### config.mk
export PLATFORM = sky130hd
export DESIGN_NAME = ram_arbiter
export DESIGN_NICKNAME = d
export VERILOG_FILES = /design/src/rtl/ram_arbiter.sv
export SDC_FILE = /design/constraint.sdc
export NUM_CORES = 1
export LEC_CHECK = 0
export CAP_MARGIN = 20
export CORE_AREA = 2 2 193 195
export CTS_CLUSTER_DIAMETER = 200
export DETAILED_ROUTE_END_ITERATION = 16
export DIE_AREA = 0 0 195 197
export DONT_BUFFER_PORTS = 1
export PLACE_DENSITY = 0.52
export SLEW_MARGIN = 0
export SYNTH_ARGS = -nofsm -noshare
export SYNTH_HDL_FRONTEND = slang
export SYNTH_SLANG_ARGS = --single-unit
### constraint.sdc
create_clock -name clk -period 5.12 [get_ports clk]
set_input_delay 0.512 -clock clk [delete_from_list [all_inputs] [get_ports clk]]
set_output_delay 0.512 -clock clk [all_outputs]
set_load 0.01 [all_outputs]
### src/rtl/ram_arbiter.sv
// Two-master round-robin arbiter in front of a single RAM device port.
// Each access runs as a fixed arbitrate / issue / respond sequence.

package pkg_ram;
   parameter int unsigned RAM_ADDRW = 32;
   typedef enum logic [1:0] {RAM_NOP = 2'd0, RAM_FETCH = 2'd1, RAM_STORE = 2'd2} ram_op_t;
   typedef enum logic [1:0] {RAM_BYTE, RAM_HALF, RAM_WORD, RAM_LONG} ram_size_t;
endpackage

module ram_arbiter #(
   parameter int unsigned ADDRW = pkg_ram::RAM_ADDRW,
   parameter int unsigned DATAW = 64
) (
   input  logic                clk,
   input  logic                rst,
   input  logic                m0_req,
   input  pkg_ram::ram_op_t    m0_op,
   input  pkg_ram::ram_size_t  m0_size,
   input  logic [ADDRW-1:0]    m0_addr,
   input  logic [DATAW-1:0]    m0_data_in,
   output logic                m0_gnt,
   output logic                m0_valid,
   output logic [DATAW-1:0]    m0_data_out,
   input  logic                m1_req,
   input  pkg_ram::ram_op_t    m1_op,
   input  pkg_ram::ram_size_t  m1_size,
   input  logic [ADDRW-1:0]    m1_addr,
   input  logic [DATAW-1:0]    m1_data_in,
   output logic                m1_gnt,
   output logic                m1_valid,
   output logic [DATAW-1:0]    m1_data_out,
   output pkg_ram::ram_op_t    ram_op,
   output pkg_ram::ram_size_t  ram_size,
   output logic [ADDRW-1:0]    ram_addr,
   output logic [DATAW-1:0]    ram_data_in,
   input  logic [DATAW-1:0]    ram_data_out
);
   import pkg_ram::*;

   typedef enum logic [1:0] {StArb, StIssue, StResp} state_t;

   state_t            state_q;
   logic              last_gnt_q;
   logic              owner_q;
   ram_op_t           op_q;
   ram_size_t         size_q;
   logic [ADDRW-1:0]  addr_q;
   logic [DATAW-1:0]  wdata_q;
   logic [DATAW-1:0]  m0_rdata_q;
   logic [DATAW-1:0]  m1_rdata_q;

   logic elig0, elig1, any_elig, win1, resp_fetch;

   always_comb begin
      elig0    = m0_req && (m0_op != RAM_NOP);
      elig1    = m1_req && (m1_op != RAM_NOP);
      any_elig = elig0 || elig1;
      // On a tie the master that did not win last time goes next.
      win1     = elig1 && (!elig0 || !last_gnt_q);
   end

   assign resp_fetch  = (state_q == StResp) && (op_q == RAM_FETCH);

   assign m0_gnt      = (state_q == StArb) && elig0 && !win1;
   assign m1_gnt      = (state_q == StArb) && win1;
   assign m0_valid    = (state_q == StResp) && !owner_q;
   assign m1_valid    = (state_q == StResp) && owner_q;
   assign m0_data_out = (resp_fetch && !owner_q) ? ram_data_out : m0_rdata_q;
   assign m1_data_out = (resp_fetch && owner_q) ? ram_data_out : m1_rdata_q;

   assign ram_op      = (state_q == StIssue) ? op_q : RAM_NOP;
   assign ram_size    = size_q;
   assign ram_addr    = addr_q;
   assign ram_data_in = ((state_q == StIssue) && (op_q == RAM_STORE)) ? wdata_q : '0;

   always_ff @(posedge clk) begin
      if (rst) begin
         state_q    <= StArb;
         last_gnt_q <= 1'b1;
         owner_q    <= 1'b0;
         op_q       <= RAM_NOP;
         size_q     <= RAM_BYTE;
         addr_q     <= '0;
         wdata_q    <= '0;
         m0_rdata_q <= '0;
         m1_rdata_q <= '0;
      end else begin
         unique case (state_q)
            StArb: begin
               if (any_elig) begin
                  owner_q    <= win1;
                  last_gnt_q <= win1;
                  op_q       <= win1 ? m1_op : m0_op;
                  size_q     <= win1 ? m1_size : m0_size;
                  addr_q     <= win1 ? m1_addr : m0_addr;
                  wdata_q    <= win1 ? m1_data_in : m0_data_in;
                  state_q    <= StIssue;
               end
            end
            StIssue: state_q <= StResp;
            StResp: begin
               if (op_q == RAM_FETCH) begin
                  if (owner_q) m1_rdata_q <= ram_data_out;
                  else         m0_rdata_q <= ram_data_out;
               end
               state_q <= StArb;
            end
            default: state_q <= StArb;
         endcase
      end
   end

endmodule
; Yosys cells after proc, flatten, opt, wreduce, memory -nomap -nowiden
; Index checks and enable logic that the tools add are counted.
[totals]
in_bits = 268
ff_bits = 232
latch_bits = 0
ram_bits = 0
mem_count = 0
word_cells = 49
mem_bits_ro = 0
output_inout_bits = 232
[op_classes]
n_reduce_logical = 24
muxes = 10
eq_ne = 5
n_shift = 0
div_mod_pow = 0
addsub = 0
order_cmp = 0
bitwise = 1
n_mul = 0
[ops]
columns = op, n
row1 = two-way mux 64 bit, 4
row2 = two-way mux 32 bit, 1
row3 = logical AND 1 bit, 12
row4 = two-way mux 2 bit, 4
row5 = AND reduction 3 bit, 2
row6 = equality test 2 x 1 -> 1 bit (second input constant), 2
row7 = equality test 2 bit (second input constant), 2
row8 = zero test 1 bit, 4
row9 = one-hot mux 2 bit (2 select lines), 1
row10 = nonzero test 2 bit, 2
row11 = zero test 2 bit, 1
row12 = logical OR 1 bit, 2
row13 = != test 2 bit (second input constant), 1
row14 = AND reduction 2 bit, 1
row15 = NOT 1 bit, 1

; Depth between registers and ports, before layout
; Gate-level depths: netlist of the first run.
[logic_depth]
word_depth = 7
mapped_depth = 6
ltp_nobuf = 4

; Worst setup path before layout of the first run
; Ideal clock, no wire load.
[synth_timing]
path_type = register -> output
start = register state_q[0]
end = output port m0_data_out[10]
path_stages_with_launch = 6
arrival_ps = 1419
setup_slack_ps = 3189
required_time_ps = 4608
n_path_buf = 2
cell_sequence = dfxtp_1 and4bb_1 nor2b_1 buf_4 buf_6 mux2_4
[synth_between]
elab_chain_cells = 4
[synth_rtl]
columns = item, line
row1 = start: declaration, 42  ; state_t state_q;
row2 = start signal: assignment, 78  ; state_q <= StArb;
row3 = start signal: assignment, 97  ; state_q <= StIssue;
row4 = start signal: assignment, 100  ; StIssue: state_q <= StResp;
row5 = equality test 2 bit, 62  ; assign resp_fetch = (state_q == StResp) && (op_q == RAM_FETCH);
row6 = logical AND 1 bit, 62
row7 = logical AND 1 bit, 68  ; assign m0_data_out = (resp_fetch && !owner_q) ? ram_data_out : m0_rdata_q;
row8 = two-way mux 64 bit, 68
row9 = end: declaration, 23  ; output logic [DATAW-1:0] m0_data_out,
; Every way passes these cells.

; Worst setup path in the final report of the first run
[layout_timing]
start = register state_q[1]
end = output port m0_data_out[0]
; Same word-level chain as after synthesis.

==> results of run 1 <==
-- synth_stat cells --
cell      instances
buf_6             6
mux2_4           60
nor2b_1         133
nor3b_1           1
nand2b_1          1
nor4_1            1
nand2_2           1
o21ai_0           2
and4bb_1          1
mux2_2           25
a21oi_1           2
a311oi_1        100
mux2_1           43
a21o_1            1
clkbuf_1         43
nand2_1         202
and2_1           66
inv_1             1
and3b_1           1
a21boi_1          1
nor2_1          102
dfxtp_1         232
o21a_1            1
buf_2            37
buf_1             3
buf_4             1
a211o_1           1
-- cells by family (layout without fill, tap and decap cells) --
family / count (synthesis) / count (layout) / synth area share [%]
AND/OR/NAND/NOR: 509 / 509 / 24.1
flip-flops: 232 / 232 / 45.9
multiplexers: 128 / 128 / 16.5
AO/OA/AOI/OAI: 108 / 108 / 9.17
buffers and inverters: 91 / 57 / 4.32
other: 0 / 2 / 0
-- sequential cells by signal, summed over array words and instances, names as in the netlist --
signal	cells
last_gnt_q	1
m0_rdata_q	64
m1_rdata_q	64
op_q	2
owner_q	1
ram_addr	32
ram_size	2
state_q	2
wdata_q	64
-- metal layers --
layer	GRT usage (%)	vias up	routed length, µm
met4	5.88	0	996
met5	0	-	0
met3	6.09	53	3440
li1	-	3495	-
met1	17.1	3384	12200
met2	25.2	360	14500
-- area by class of cell --
cell class | instances | area share (%)
Tap cell | 468 | 5.21
Timing Repair Buffer | 9 | 0.713
Sequential cell | 232 | 41.3
Antenna cell | 2 | 0.0445
Inverter | 1 | 0.0334
Clock buffer | 39 | 6.86
Multi-Input combinational cell | 745 | 45.2
Clock inverter | 8 | 0.601
-- worst max-delay path, stage by stage, from the launching register on --
cell and delay (ns):
dfxtp_1 0.46, and4bb_1 0.32, nor2b_4 0.76, buf_4 0.40, mux2_2 0.41
-- cells in the final DEF, fill, tap and decap left out, types with 2 or more instances in the layout --
cell type	synthesis	final
mux2_4	60	60
nand2_1	202	202
clkbuf_16	0	27
clkinv_2	0	6
diode_2	0	2
mux2_1	43	43
o21ai_0	2	2
clkbuf_1	43	7
nor2b_1	133	131
dfxtp_1	232	232
nor2_1	102	102
clkbuf_8	0	5
mux2_2	25	25
a311oi_1	100	100
buf_4	1	8
and2_1	66	66
nor2b_4	0	2
-- power breakdown --
group / switching, µW / internal (µW)
Combinational: 216 / 134
Clock: 744 / 1090
Sequential: 86.3 / 1910
-- per-stage QoR --
| stage | cells | utilization (%) | hold slack, ns |
|---|---|---|---|
| finish | 1504 | 31.0 | 0.0578 |
| global route | 1503 | 31.0 | 0.0268 |
| CTS | 1502 | 31.0 | 0.0276 |
| detailed placement | 1455 | 28.7 | 0.486 |
| global placement | 1455 | 28.7 | 0.482 |
| floorplan | 1068 | - | 0.472 |
-- final timing paths --
kind | from | to | slack, ns | depth (start not counted)
max reg2reg | state_q[1] | m0_rdata_q[0] | 2.49 | 5
max | state_q[1] | m0_data_out[0] | 1.69 | 4
min reg2reg | wdata_q[13] | wdata_q[13] | 0.49 | 2
min | rst | m0_rdata_q[20] | 0.06 | 1
==> impl_metrics.toml, run 1 <==
[run_status]
status = "finished clean"

[cells_and_area]
area_growth_pct = 11.1
finalInstanceArea_um2 = 11200
drive_above_1_share_pct = 13.5
multiInputGateArea_um2 = 5080
seq_area_um2 = 4640
fillers = 3861
nets = 1283

[floorplanning]
start_util_pct = 27.9
dieWidth_um = 195
die_h_um = 197
ioPinCount = 500
die_area_um2 = 38400
rows = 70
core-area_um2 = 36300

[drt]
via_count = 7292
wl_um = 31200
final_antenna_net_count = 0
avgViaCountPerCell = 4.85
route.detailed.drc = 0
drtIter0Drc = 259
post_drt_wl_per_cell_um = 20.7
drt-pass1-iter-count = 4

[job]
maxCapViolations = 0

[sta]
setup_slack_ns = 1.69
finalClockSkew_ns = 0.0151
timing.slew.headroom_pct = 29.7
fin_crit_sh_pct = 66.9
slew_violations = 0
finalCriticalPeriod_ns = 3.43
setup-violations-final = 0
tightest_slew_ns = 1.05
rsz0062_at_grt = "no"
hold_viol_final = 0
tns_ns = 0
timing.fmax_ghz = 0.292

[global_route]
overflow = 0
antenna_found_initial = 1
grt_pass1_vias = 6955
grt.total_usage_pct = 15.1
grt_max_degree = 233
grt_first_pass_wirelength_um = 44600

[synthesis]
synth_cell_types = 27
synth-seq-cells = 232
yosys.area.top_type = "dfxtp_1"
netlist.area_leader.share_pct = 45.9
avgSynthCellArea_um2 = 9.46
netlist_top_cells_area = "dfxtp_1, mux2_4, a311oi_1, nor2b_1, nand2_1"
synthesis.area_um2 = 10100
synth_warnings = 0
synth_nets = 1336
yosysSeqAreaShare_pct = 45.9
synth_cells = 1068

[cts]
post_cts_buffers = 0
clk_latency_ns = 0.53
cts_sinks = 232
root_buffer = "clkbuf_16"
cts-resized-gates = 0
hold_buffers = 0
cts_made_buffers = 26
cts.clk_slew.worst_paths_ns = 0.06
tritoncts = "done"
cts_htree_levels = 1
cts_buffer_depth = 3

[worst_setup_path]
endpoint_kind = "output pin"
critPathMaxFanout = 21
startpoint_type = "flip-flop"
worstPathRequired_ns = 4.61
crit_arrival_ns = 2.91
crit_type = "reg2out"

[placement]
place_hpwl_um = 22300
gp_congestion = 0.789
placed_area_um2 = 10400
dp_slack_ns = 2.22
io_buffers = 0

[min_path]
hp-class = "in2reg"

[power_and_ir_drop]
power.total_uw = 4180
power.leakage_uw = 0.00450
power.density_nw_per_um2 = 372
ir_drop_mv = 0.225
No activity file was read; power rests on OpenSTA's default activity.
==> run 2, diff against run 1 <==
==> constraint.sdc (replaced) <==
create_clock -name clk -period 3.35 [get_ports clk]
set_input_delay 0.335 -clock clk [delete_from_list [all_inputs] [get_ports clk]]
set_output_delay 0.335 -clock clk [all_outputs]
set_load 0.01 [all_outputs]
==> impl_metrics.toml, run 2 (synthesis results as in run 1) <==
[cells_and_area]
fillers = 3569
area_growth_pct = 37.0
fin_util_pct = 38.2
final_common_cell = "dlygate4sd3_1"
reg_top3 = "m0_rdata_q (64), m1_rdata_q (64), wdata_q (64)"
nets = 1542
drive_above_1_share_pct = 10.9
final_cell_mix = "dlygate4sd3_1, dfxtp_1, nand2_1"

[cts]
cts_made_buffers = 27
clk_latency_ns = 0.54
root_buffer = "clkbuf_16"
post_cts_buffers = 0
cts_htree_levels = 1
cts_sinks = 232
cts.clk_slew.worst_paths_ns = 0.06
cts_buffer_depth = 3
tritoncts = "done"
cts-resized-gates = 0

[sta]
finalCriticalPeriod_ns = 2.99
fin_crit_sh_pct = 89.3
rsz0062_at_grt = "no"
timing.slew.headroom_pct = 30.9
setup-violations-final = 0
slew_violations = 0
tightest_slew_ns = 1.04
setup_slack_ns = 0.359
finalClockSkew_ns = 0.0121
tns_ns = 0
timing.fmax_ghz = 0.334
hold_viol_final = 0

[placement]
gp_congestion = 0.817
place_hpwl_um = 22200
dp_slack_ns = 0.667
io_buffers = 0

[power_and_ir_drop]
power.leakage_uw = 0.00590
power.total_uw = 6720
ir_drop_mv = 0.372
power.density_nw_per_um2 = 485

[floorplanning]
start_util_pct = 27.9
dieWidth_um = 195
die_area_um2 = 38400
core-area_um2 = 36300
rows = 70
die_h_um = 197
ioPinCount = 500

[job]
maxCapViolations = 0

[drt]
route.detailed.drc = 0
post_drt_wl_per_cell_um = 19.4
final_antenna_net_count = 0
avgViaCountPerCell = 4.80
drt-pass1-iter-count = 4
drtIter0Drc = 304
wl_um = 34100
via_count = 8438

[worst_setup_path]
crit_path_frequent_cell = "and2_1"
r2r_slack_ns = 0.39
worstPathCellList = "nor2b_1 -> and2_1 -> nor2b_4 -> buf_4 -> and2_1"
crit_arrival_ns = 2.66
slowest_delay_ns = 0.49
crit_type = "reg2out"
worstPathRequired_ns = 3.01
critPathMaxFanout = 28
cp_slowest_cell = "nor2b_4"
endpoint_kind = "output pin"
startpoint_type = "flip-flop"

[run_status]
status = "finished clean"

[global_route]
grt_first_pass_wirelength_um = 51000
use_met1_pct = 18.5
gr-usage-met3_pct = 5.85
grt.total_usage_pct = 16.7
busiest_layer = "met2"
grt_use_met2_pct = 29.8
grt_max_degree = 177
grt_pass1_vias = 8662
antenna_found_initial = 1
overflow = 0

[min_path]
hp-class = "in2reg"
==> run 2: cell count changes in the layout (fill, tap and decap cells not counted) <==
cell	before	now
bufinv_16	1	0
buf_12	1	4
inv_6	0	2
diode_2	2	1
clkinv_2	6	2
clkbuf_8	5	7
buf_4	8	6
nor2b_2	0	1
buf_16	0	1
clkinvlp_4	1	0
clkbuf_1	7	5
dlygate4sd3_1	0	255
==> run 2: report_power, final <==
group | internal (µW) | leakage (µW) | switching (µW) | total (µW)
sequential | 2920 | 0.00189 | 136 | 3060
clock | 1620 | 0.000406 | 1150 | 2760
combinational | 467 | 0.00360 | 434 | 901
==> run 2: critical path: cells and delay by family, from the launching register on <==
kind          cells  cell delay (ns)
buf+inv           1             0.34
flops             1             0.44
simple gates      4             1.31
==> run 2: metrics by stage <==
stage                     instance area (µm²)  cells  hold slack, ns
after global placement                  10400   1456           0.426
final                                   13800   1757          0.0383
after global routing                    13800   1757          0.0111
after floorplan                         10100   1068           0.472
after CTS                               13800   1755         0.00599
after detailed placement                10400   1456           0.428
==> run 2: final cells by class <==
cell class	instances	area (µm²)	area share (%)
multi-input combinational	746	5090	36.7
sequential	232	4640	33.5
timing repair buffer	266	2710	19.5
clock buffer	39	791	5.71
tap	468	586	4.23
clock inverter	4	27.5	0.199
inverter	1	3.75	0.0271
antenna	1	2.50	0.0181
==> run 2: layer usage <==
layer  wire length, µm  vias up
met3              3250       57
met5                 0        -
met4              1140        0
met1             12800     3970
li1                  -     4020
met2             16900      391
==> run 2: final timing paths <==
kind	depth (start not counted)	from	end
min reg2reg	2	op_q[1]	op_q[1]
min	2	m1_addr[23]	ram_addr[23]
max reg2reg	6	state_q[1]	wdata_q[61]
max	5	state_q[0]	ram_data_in[49]
==> run 2: repair_timing <==
item | CTS | global route
setup endpoints to repair | 0 | 28
hold endpoints to repair | 232 | 0
hold buffers | 256 | 0
==> run 3, diff against run 2 <==
--- a/config.mk
+++ b/config.mk
@@ -12,6 +12,7 @@
 export DIE_AREA = 0 0 195 197
 export DONT_BUFFER_PORTS = 1
 export PLACE_DENSITY = 0.52
+export SETUP_SLACK_MARGIN = 0.5
 export SLEW_MARGIN = 0
 export SYNTH_ARGS = -nofsm -noshare
 export SYNTH_HDL_FRONTEND = slang
==> constraint.sdc (replaced) <==
create_clock -name clk -period 3.35 [get_ports clk]
set_input_delay 0.335 -clock clk [delete_from_list [all_inputs] [get_ports clk]]
set_output_delay 0.335 -clock clk [all_outputs]
set_load 0.1 [all_outputs]
==> impl_metrics.toml, run 3 (synthesis results as in run 1) <==
[worst_setup_path]
startpoint = "state_q[0]"
startpoint_type = "flip-flop"
reg2regPathDepth = 5
r2r-end = "m1_rdata_q[26]"
worstPathRequired_ns = 3.01
critPathMaxFanout = 64
r2r_slack_ns = 0.60
endpoint_kind = "output pin"
r2r_start = "state_q[0]"
crit_arrival_ns = 2.43
crit_type = "reg2out"
endpoint = "m0_data_out[58]"

[drt]
drt-pass1-iter-count = 7
avgViaCountPerCell = 4.76
route.detailed.drc = 0
drtIter0Drc = 253
wl_um = 35600
post_drt_wl_per_cell_um = 19.3
via_count = 8788
final_antenna_net_count = 0

[global_route]
grt_pass1_vias = 8962
grt_max_degree = 159
grt.total_usage_pct = 17.3
overflow = 0
antenna_found_initial = 1
grt_first_pass_wirelength_um = 52500

[cells_and_area]
nets = 1626
fin_util_pct = 43.2
final_cell_mix = "dlygate4sd3_1, dfxtp_1, nand2_1"
area_growth_pct = 54.9
final_common_cell = "dlygate4sd3_1"
drive_above_1_share_pct = 22.9
reg_top3 = "m0_rdata_q (64), m1_rdata_q (64), wdata_q (64)"

[run_status]
status = "finished clean"

[job]
maxCapViolations = 0

[placement]
io_buffers = 0
place_hpwl_um = 23400
gp_congestion = 0.779

[cts]
cts_htree_levels = 1
tritoncts = "done"
cts_made_buffers = 27
root_buffer = "clkbuf_16"
cts.clk_slew.worst_paths_ns = 0.06
cts_buffer_depth = 3
cts_sinks = 232
clk_latency_ns = 0.54

[min_path]
hp-class = "in2reg"

[power_and_ir_drop]
power_frac_clock_pct = 40.8
power.leakage_uw = 0.00680
sw_frac_of_total_pct = 30.0
power_frac_comb_pct = 15.6
p_int_uw = 5390
pwr-share-seq_pct = 43.6
power_switching_uw = 2310
power.density_nw_per_um2 = 491
ir_drop_mv = 0.387

[floorplanning]
rows = 70
start_util_pct = 27.9
die_h_um = 197
ioPinCount = 500
dieWidth_um = 195
core-area_um2 = 36300
die_area_um2 = 38400

[sta]
whs_ns = 0.0343
tightest_slew_ns = 1.11
rsz0062_at_grt = "yes"
finalCriticalPeriod_ns = 2.77
timing.slew.headroom_pct = 26.1
setup-violations-final = 0
slew_violations = 0
timing.fmax_ghz = 0.361
tns_ns = 0
finalClockSkew_ns = 0.0172
hold_viol_final = 0
fin_crit_sh_pct = 82.6
-- run 3: cell count changes in the layout (fill, tap and decap cells not counted), sizes merged --
cell,before,now
buf,11,81
dlygate4sd3,255,268
clkbuf,39,36
diode,1,2
clkinv,2,5
bufinv,0,5
inv,3,2
clkinvlp,0,2
-- run 3: worst min-delay path by stage --
stage                               from              to  slack [ns]  depth (start not counted)
after detailed placement             rst  m1_rdata_q[35]        0.43                          1
after floorplan              wdata_q[10]     wdata_q[10]        0.47                          2
final                      m0_data_in[8]      wdata_q[8]        0.03                          2
after global routing       m0_data_in[8]      wdata_q[8]        0.02                          2
after CTS                 m0_data_in[11]     wdata_q[11]       0.004                          2
after global placement               rst   m0_rdata_q[1]        0.43                          1
-- run 3: power groups by stage --
| stage | combinational [µW] | sequential, µW | clock (µW) |
|---|---|---|---|
| 2_1_floorplan | 701 | 3400 | 0 |
| 3_3_place_gp | 845 | 3410 | 0 |
| 6_report | 1200 | 3360 | 3140 |
| 3_5_place_dp | 854 | 3420 | 0 |
| 5_1_grt | 1290 | 3370 | 3330 |
| 4_1_cts | 1180 | 3360 | 3230 |
-- run 3: layout make-up --
cell class | count | area (µm²)
Inverter | 1 | 3.75
Fill cell | 3370 | 20600
Clock inverter | 13 | 203
Clock buffer | 35 | 746
Multi-Input combinational cell | 746 | 5350
Timing Repair Buffer | 350 | 4120
Antenna cell | 2 | 5.00
Sequential cell | 232 | 4650
Tap cell | 468 | 586
-- run 3: per-layer routing --
layer	track usage (%)	vias up	part of all wire [%]
li1	-	4190	-
met1	19.5	4146	38
met2	31.6	402	51
met3	4.77	50	8.1
met4	5.74	0	2.8
met5	0	-	0
-- run 3: worst max-delay path, stage by stage, from the launching register on --
cell and delay, ns:
dfxtp_1 0.37, and4bb_1 0.37, nor2b_4 0.18, clkbuf_16 0.37, mux2_4 0.49
-- run 3: metrics by stage --
step | std cells | total power (µW) | worst slack (ns) | instance area (µm²)
floorplan | 1068 | 4100 | 0.560 | 10200
global placement | 1524 | 4260 | 0.890 | 11800
detailed placement | 1524 | 4270 | 0.845 | 11800
CTS | 1840 | 7760 | 0.362 | 15600
global route | 1846 | 8000 | 0.481 | 15700
finish | 1847 | 7690 | 0.583 | 15700
-- run 3: repair_timing --
| action | in CTS | in global routing |
|---|---|---|
| gates resized for setup | 77 | 8 |
| buffers inserted | 0 | 3 |
| gates cloned | 0 | 1 |
| hold buffers | 268 | 1 |
| setup endpoints to repair | 102 | 133 |
| hold endpoints to repair | 232 | 1 |
| pin swaps | 0 | 0 |
